[src/rtl/lsu_pkg.sv]
// Shared types and constants for the MEM-stage load/store unit.
package lsu_pkg;

  localparam int unsigned XLEN   = 32;
  localparam int unsigned BYTE_W = 8;
  localparam int unsigned HALF_W = 16;

  // Little-endian lane select: byte lane k lives at bits [8k+7:8k].
  localparam int unsigned BYTE_LANE_SHIFT = 3;
  localparam int unsigned HALF_LANE_SHIFT = 4;

  typedef enum logic [2:0] {
    LSU_LB  = 3'd0,
    LSU_LH  = 3'd1,
    LSU_LW  = 3'd2,
    LSU_LBU = 3'd3,
    LSU_LHU = 3'd4,
    LSU_SB  = 3'd5,
    LSU_SH  = 3'd6,
    LSU_SW  = 3'd7
  } lsu_op_t;

  typedef enum logic [0:0] {
    ST_IDLE   = 1'b0,
    ST_RMW_WR = 1'b1
  } lsu_state_t;

  function automatic logic is_load(input lsu_op_t op);
    return op inside {LSU_LB, LSU_LH, LSU_LW, LSU_LBU, LSU_LHU};
  endfunction

endpackage

[src/rtl/lsu_align.sv]
// Combinational lane logic: load extraction/extension, sub-word store merge,
// and misalignment detection.
module lsu_align
  import lsu_pkg::*;
(
  input  lsu_op_t         op_i,
  input  logic [1:0]      lane_i,
  input  logic [XLEN-1:0] wdata_i,
  input  logic [XLEN-1:0] rdata_i,
  output logic [XLEN-1:0] load_o,
  output logic [XLEN-1:0] merge_o,
  output logic            misalign_o
);

  logic [4:0]        byte_sh;
  logic [4:0]        half_sh;
  logic [BYTE_W-1:0] rbyte;
  logic [HALF_W-1:0] rhalf;
  logic [XLEN-1:0]   lane_mask;
  logic [XLEN-1:0]   lane_data;
  logic              unused_wdata_hi;

  assign byte_sh = {lane_i, 3'b000};
  assign half_sh = {lane_i[1], 4'b0000};
  assign rbyte   = rdata_i[byte_sh +: BYTE_W];
  assign rhalf   = rdata_i[half_sh +: HALF_W];

  // Store data above the halfword only matters for SW, which bypasses the merge.
  assign unused_wdata_hi = ^wdata_i[XLEN-1:HALF_W];

  always_comb begin
    load_o = '0;
    unique case (op_i)
      LSU_LB:  load_o = {{(XLEN-BYTE_W){rbyte[BYTE_W-1]}}, rbyte};
      LSU_LBU: load_o = {{(XLEN-BYTE_W){1'b0}}, rbyte};
      LSU_LH:  load_o = {{(XLEN-HALF_W){rhalf[HALF_W-1]}}, rhalf};
      LSU_LHU: load_o = {{(XLEN-HALF_W){1'b0}}, rhalf};
      LSU_LW:  load_o = rdata_i;
      default: load_o = '0;
    endcase
  end

  always_comb begin
    lane_mask = '0;
    lane_data = '0;
    unique case (op_i)
      LSU_SB: begin
        lane_mask = XLEN'({BYTE_W{1'b1}}) << byte_sh;
        lane_data = XLEN'(wdata_i[BYTE_W-1:0]) << byte_sh;
      end
      LSU_SH: begin
        lane_mask = XLEN'({HALF_W{1'b1}}) << half_sh;
        lane_data = XLEN'(wdata_i[HALF_W-1:0]) << half_sh;
      end
      default: begin
        lane_mask = '0;
        lane_data = '0;
      end
    endcase
    merge_o = (rdata_i & ~lane_mask) | lane_data;
  end

  always_comb begin
    misalign_o = 1'b0;
    unique case (op_i)
      LSU_LH, LSU_LHU, LSU_SH: misalign_o = lane_i[0];
      LSU_LW, LSU_SW:          misalign_o = |lane_i;
      default:                 misalign_o = 1'b0;
    endcase
  end

endmodule

[src/rtl/mem_lsu.sv]
// MEM-stage load/store unit in front of a word-wide data memory; sub-word
// stores use a read-modify-write. Optional feature macro: LSU_BOUNDS_CHECK_EN.
module mem_lsu
  import lsu_pkg::*;
#(
  parameter int unsigned AW = 10
) (
  input  logic            clk,
  input  logic            rst,
  input  logic            req_valid,
  output logic            req_ready,
  input  lsu_op_t         req_op,
  input  logic [XLEN-1:0] req_addr,
  input  logic [XLEN-1:0] req_wdata,
  output logic            resp_valid,
  output logic [XLEN-1:0] resp_rdata,
  output logic            resp_fault,
  output logic [AW-1:0]   mem_R_addr,
  output logic [AW-1:0]   mem_W_addr,
  output logic            mem_readMem,
  output logic            mem_writeMem,
  output logic [XLEN-1:0] mem_W_data,
  input  logic [XLEN-1:0] mem_R_data
);

  lsu_state_t      state_q, state_d;
  logic            resp_valid_q, resp_valid_d;
  logic            resp_fault_q, resp_fault_d;
  logic [XLEN-1:0] resp_rdata_q, resp_rdata_d;
  logic [XLEN-1:0] merge_q, merge_d;
  logic [AW-1:0]   waddr_q, waddr_d;
  logic [AW-1:0]   raddr_q, raddr_d;

  logic            accept;
  logic            misalign;
  logic            out_of_bounds;
  logic            fault;
  logic [AW-1:0]   word_addr;
  logic [XLEN-1:0] load_val;
  logic [XLEN-1:0] merged;
  logic            rd_en, wr_en;
  logic [AW-1:0]   r_addr, w_addr;
  logic [XLEN-1:0] w_data;

  lsu_align u_align (
    .op_i       (req_op),
    .lane_i     (req_addr[1:0]),
    .wdata_i    (req_wdata),
    .rdata_i    (mem_R_data),
    .load_o     (load_val),
    .merge_o    (merged),
    .misalign_o (misalign)
  );

`ifdef LSU_BOUNDS_CHECK_EN
  assign out_of_bounds = |req_addr[XLEN-1:AW+2];
`else
  // Upper address bits are dropped so accesses wrap within the memory.
  logic unused_addr_hi;
  assign unused_addr_hi = ^req_addr[XLEN-1:AW+2];
  assign out_of_bounds  = 1'b0;
`endif

  assign word_addr = req_addr[AW+1:2];
  assign fault     = misalign | out_of_bounds;
  assign req_ready = (state_q == ST_IDLE) && rst;
  assign accept    = req_valid && req_ready;

  always_comb begin
    state_d      = state_q;
    resp_valid_d = 1'b0;
    resp_fault_d = 1'b0;
    resp_rdata_d = '0;
    merge_d      = merge_q;
    waddr_d      = waddr_q;
    raddr_d      = raddr_q;
    rd_en        = 1'b0;
    wr_en        = 1'b0;
    r_addr       = raddr_q;
    w_addr       = waddr_q;
    w_data       = merge_q;
    unique case (state_q)
      ST_IDLE: begin
        if (accept) begin
          resp_valid_d = 1'b1;
          if (fault) begin
            resp_fault_d = 1'b1;
          end else if (is_load(req_op)) begin
            rd_en        = 1'b1;
            r_addr       = word_addr;
            raddr_d      = word_addr;
            resp_rdata_d = load_val;
          end else if (req_op == LSU_SW) begin
            wr_en  = 1'b1;
            w_addr = word_addr;
            w_data = req_wdata;
          end else begin
            // Sub-word store: read now, write the merged word next cycle.
            rd_en        = 1'b1;
            r_addr       = word_addr;
            raddr_d      = word_addr;
            merge_d      = merged;
            waddr_d      = word_addr;
            resp_valid_d = 1'b0;
            state_d      = ST_RMW_WR;
          end
        end
      end
      ST_RMW_WR: begin
        wr_en        = 1'b1;
        resp_valid_d = 1'b1;
        state_d      = ST_IDLE;
      end
      default: state_d = ST_IDLE;
    endcase
  end

  always_ff @(posedge clk or negedge rst) begin
    if (!rst) begin
      state_q      <= ST_IDLE;
      resp_valid_q <= 1'b0;
      resp_fault_q <= 1'b0;
      resp_rdata_q <= '0;
      merge_q      <= '0;
      waddr_q      <= '0;
      raddr_q      <= '0;
    end else begin
      state_q      <= state_d;
      resp_valid_q <= resp_valid_d;
      resp_fault_q <= resp_fault_d;
      resp_rdata_q <= resp_rdata_d;
      merge_q      <= merge_d;
      waddr_q      <= waddr_d;
      raddr_q      <= raddr_d;
    end
  end

  assign resp_valid   = resp_valid_q;
  assign resp_fault   = resp_fault_q;
  assign resp_rdata   = resp_rdata_q;
  assign mem_readMem  = rd_en && rst;
  assign mem_writeMem = wr_en && rst;
  assign mem_R_addr   = r_addr;
  assign mem_W_addr   = w_addr;
  assign mem_W_data   = w_data;

endmodule

[config.mk]
export PLATFORM = sky130hd
export DESIGN_NAME = mem_lsu
export DESIGN_NICKNAME = d
export VERILOG_FILES = /design/src/rtl/lsu_pkg.sv /design/src/rtl/lsu_align.sv /design/src/rtl/mem_lsu.sv
export SDC_FILE = /design/constraint.sdc
export NUM_CORES = 1
export LEC_CHECK = 0
export BUFFER_PORTS_ARGS = -buffer_cell sky130_fd_sc_hd__buf_2
export CORE_UTILIZATION = 45
export CTS_CLUSTER_DIAMETER = 80
export DETAILED_ROUTE_END_ITERATION = 10
export PLACE_DENSITY_LB_ADDON = 0.2
export SYNTH_ARGS = -nofsm -noshare
export SYNTH_HDL_FRONTEND = slang
export SYNTH_SLANG_ARGS = --single-unit
[constraint.sdc]
create_clock -name clk -period 3.6 [get_ports clk]
set_input_delay 0.36 -clock clk [delete_from_list [all_inputs] [get_ports clk]]
set_output_delay 0.36 -clock clk [all_outputs]
set_load 0.1 [all_outputs]
==> impl_metrics.ini <==
[synth]
synth_ff_type = dfrtp_1
ys_async_sr_fraction_pct = 100
ys_seq_area_share_pct = 43.7
synth_area_mm2 = 0.00498
synth_edf_count = 0
synth_cell_type_count = 59
syn_nets = 561
synth_area_per_cell_um2 = 10.8
ys_ff_latch = 87
syn_inst = 459
yosys_warnings = 0

[critical_path]
path_delay_family = buffers and inverters
cp.required_ns = 3.24
reg2reg_setup_slack_ns = 1.66
worstPathCellList = dlygate4sd3_1 -> buf_4 -> and3b_1 -> a32oi_1 -> buf_4 -> mux2_2 -> buf_2
crit_path_end_kind = output port
crit_top_cell = buf_4
setup.worst_path.start_class = primary input
r2r-end = resp_rdata[7]
timing.rr.start = state_q
critPathKind = primary input to output port
slowest_stage = dlygate4sd3_1
critPathArrivalTime_ns = 2.56
reg2reg_depth = 5
crit_buf_inv = 4
slowest_delay_ns = 0.56
worstPathMaxFanout = 11

[place]
gp_congestion = 0.845
io_buffers = 170
dp_cells = 739
post-place-ws_ns = 0.996
dp_hpwl_mm = 9.81
place_area_mm2 = 0.00585

[worst_hold_path]
hp-class = primary input to register
worstHoldStart = req_addr[11]
worstHoldEndpoint = waddr_q[9]
hold-path-cell-count = 2

[die]
die-area_mm2 = 0.0115
die_x_um = 107
initial_core_util_pct = 46.1
io_pins = 191
die-height_um = 107
core_mm2 = 0.0108
placementRows = 38

[drt]
firstDrtPassIters = 5
post-route-drc-count = 0
vias_per_cell = 5.65
antenna_left = 0
wl_mm = 13.5
wl_met3_um = 881
met2WireLength_mm = 6.70
num_vias = 4272
drt-met1-wl_mm = 5.59
wl_per_cell_um = 17.8
dr.max_layer_used = met4
drtIter0Drc = 271

[final_layout]
nFillCells = 966
multiInputGateArea_mm2 = 0.00255
final_cells = 756
syn2layout_area_growth_pct = 22.1
finalNetCount = 713
final_layout_size_suffix_gt1_share_pct = 43.0
design_area_mm2 = 0.00608
antennaDiodeCount = 0
ff_latch_area_mm2 = 0.00218

[clock_network]
root_buffer = clkbuf_8
clock_sinks = 87
clkSlewWorstSetupHoldPaths_ns = 0.08
postCtsSetupRepairBufs = 0
cts_made_buffers = 9
clockBufferDepth = 2
ctsHoldBuffers = 1
clock_latency_ns = 0.36
cts_tree = done
htreeDepth = 3
ctsResizeCount = 0

[power]
ir_drop_uv = 555
power.density_mw_per_mm2 = 620
power_leakage_nw = 3.11

[sta]
rsz0062_at_grt = no
relSlewSlack_pct = 37.0
period_needed_ns = 2.92
holdWs_ns = 0.258
finalSetupTns_ns = 0
max_freq_mhz = 343
worst_slew_pin_slew_ns = 0.940
setup_viol = 0
timing.final.ws_setup_ns = 0.684
timing.final.max_slew_violations = 0
period_share_pct = 81.0
finClkSkew_ns = 0.00660
hold_viol = 0

[global_routing]
antenna_found_initial = 0
grt_pass1_vias = 4010
grt_usage_pct = 23.7
grt_max_degree = 54
grt_pass1_wl_mm = 20.8
overflow = 0

[flow_run]
maxCapViolations = 0

[status]
status = finished clean
Yosys cell counts, drive strengths merged (2+ instances only):
cell | count | area (um2)
mux2i | 19 | 190
dfrtp | 87 | 2180
and4b | 2 | 20.0
mux2 | 72 | 931
o21ai | 45 | 236
xor2 | 2 | 17.5
and2b | 2 | 16.3
nand2b | 3 | 18.8
a222oi | 7 | 70.1
buf | 31 | 223
clkbuf | 6 | 23.8
o211ai | 4 | 48.8
a21oi | 20 | 100
a211oi | 3 | 22.5
nor2 | 6 | 22.5
a221oi | 9 | 78.8
a31oi | 14 | 87.6
and3b | 3 | 26.3
inv | 5 | 18.8
and2 | 8 | 50.1
nand2 | 71 | 274
nor2b | 5 | 31.3
a21o | 2 | 15.0
nand4 | 7 | 43.8
nor3b | 4 | 40.0
layout make-up:
class	instances	share of cell area (%)
clock inverter	5	1.34
timing repair buffer	178	15.5
multi-input combinational	330	41.9
tap	140	2.88
clock buffer	11	2.33
sequential	87	35.8
inverter	5	0.309
where the power goes:
group / switching [mW] / internal [mW] / total (mW) / leakage, nW
Clock: 0.348 / 0.410 / 0.759 / 0.110
Combinational: 1.43 / 0.380 / 1.81 / 1.87
Sequential: 0.0789 / 1.12 / 1.20 / 1.13
Total: 1.86 / 1.91 / 3.77 / 3.11
per-stage QoR:
stage               power (mW)  util, %
floorplan                 2.74        -
global placement          3.01     54.2
detailed placement        3.03     54.2
CTS                       3.80     56.3
global route              3.92     56.3
finish                    3.77     56.3
flip-flops by register name, indices dropped and copies added (netlist names):
name        flops
resp_valid      1
merge_q        32
raddr_q        10
waddr_q        10
resp_fault      1
resp_rdata     32
state_q         1
cell families (layout without fill, tap and decap cells):
kind of cell              Yosys count  count (layout)  share of synthesized area, %
xor gates and xnor gates            2               2                         0.352
AOI/OAI and AO/OA                 116             116                          15.2
buffers and inverters              42             199                          5.33
muxes                              91              91                          22.5
DFF                                87              87                          43.7
and+or+nand+nor                   121             121                          12.9
how the worst max path moves through the flow:
stage	start	endpoint	slack, ns	cells after the start
detailed placement	req_addr[1]	mem_R_addr[5]	1.0	7
CTS	rst	mem_R_addr[5]	0.70	7
global placement	req_op[1]	mem_R_addr[8]	1.04	7
floorplan	req_addr[0]	mem_writeMem	1.25	5
global route	rst	mem_R_addr[6]	0.62	7
finish	rst	mem_R_addr[6]	0.68	7
metal layers:
layer / vias to the layer above / global-route usage, %
li1: 1974 / -
met1: 2095 / 31.6
met2: 181 / 38.8
met3: 22 / 4.50
met4: 0 / 7.73
met5: - / 0
placed cells by master, fill, tap and decap left out, drive strengths merged, types with 3 or more instances in the layout:
cell type  count
a222oi         7
inv            5
and3b          3
nand2         71
nand4          7
mux2          72
mux2i         19
a211oi         3
clkbuf        11
nand2b         3
nor2b          5
dfrtp         87
buf          177
nor2           6
o21ai         45
o211ai         4
a31oi         14
and2           8
a221oi         9
nor3b          4
a21oi         20
worst reg2reg max path: cells and delay by family (launching register included):
kind	cells	cell delay (ns)
flip-flops	1	0.41
buffers and inverters	1	0.34
AND/OR/NAND/NOR	3	0.59
AO/OA/AOI/OAI	1	0.50
No activity file was read; power rests on OpenSTA's default activity.
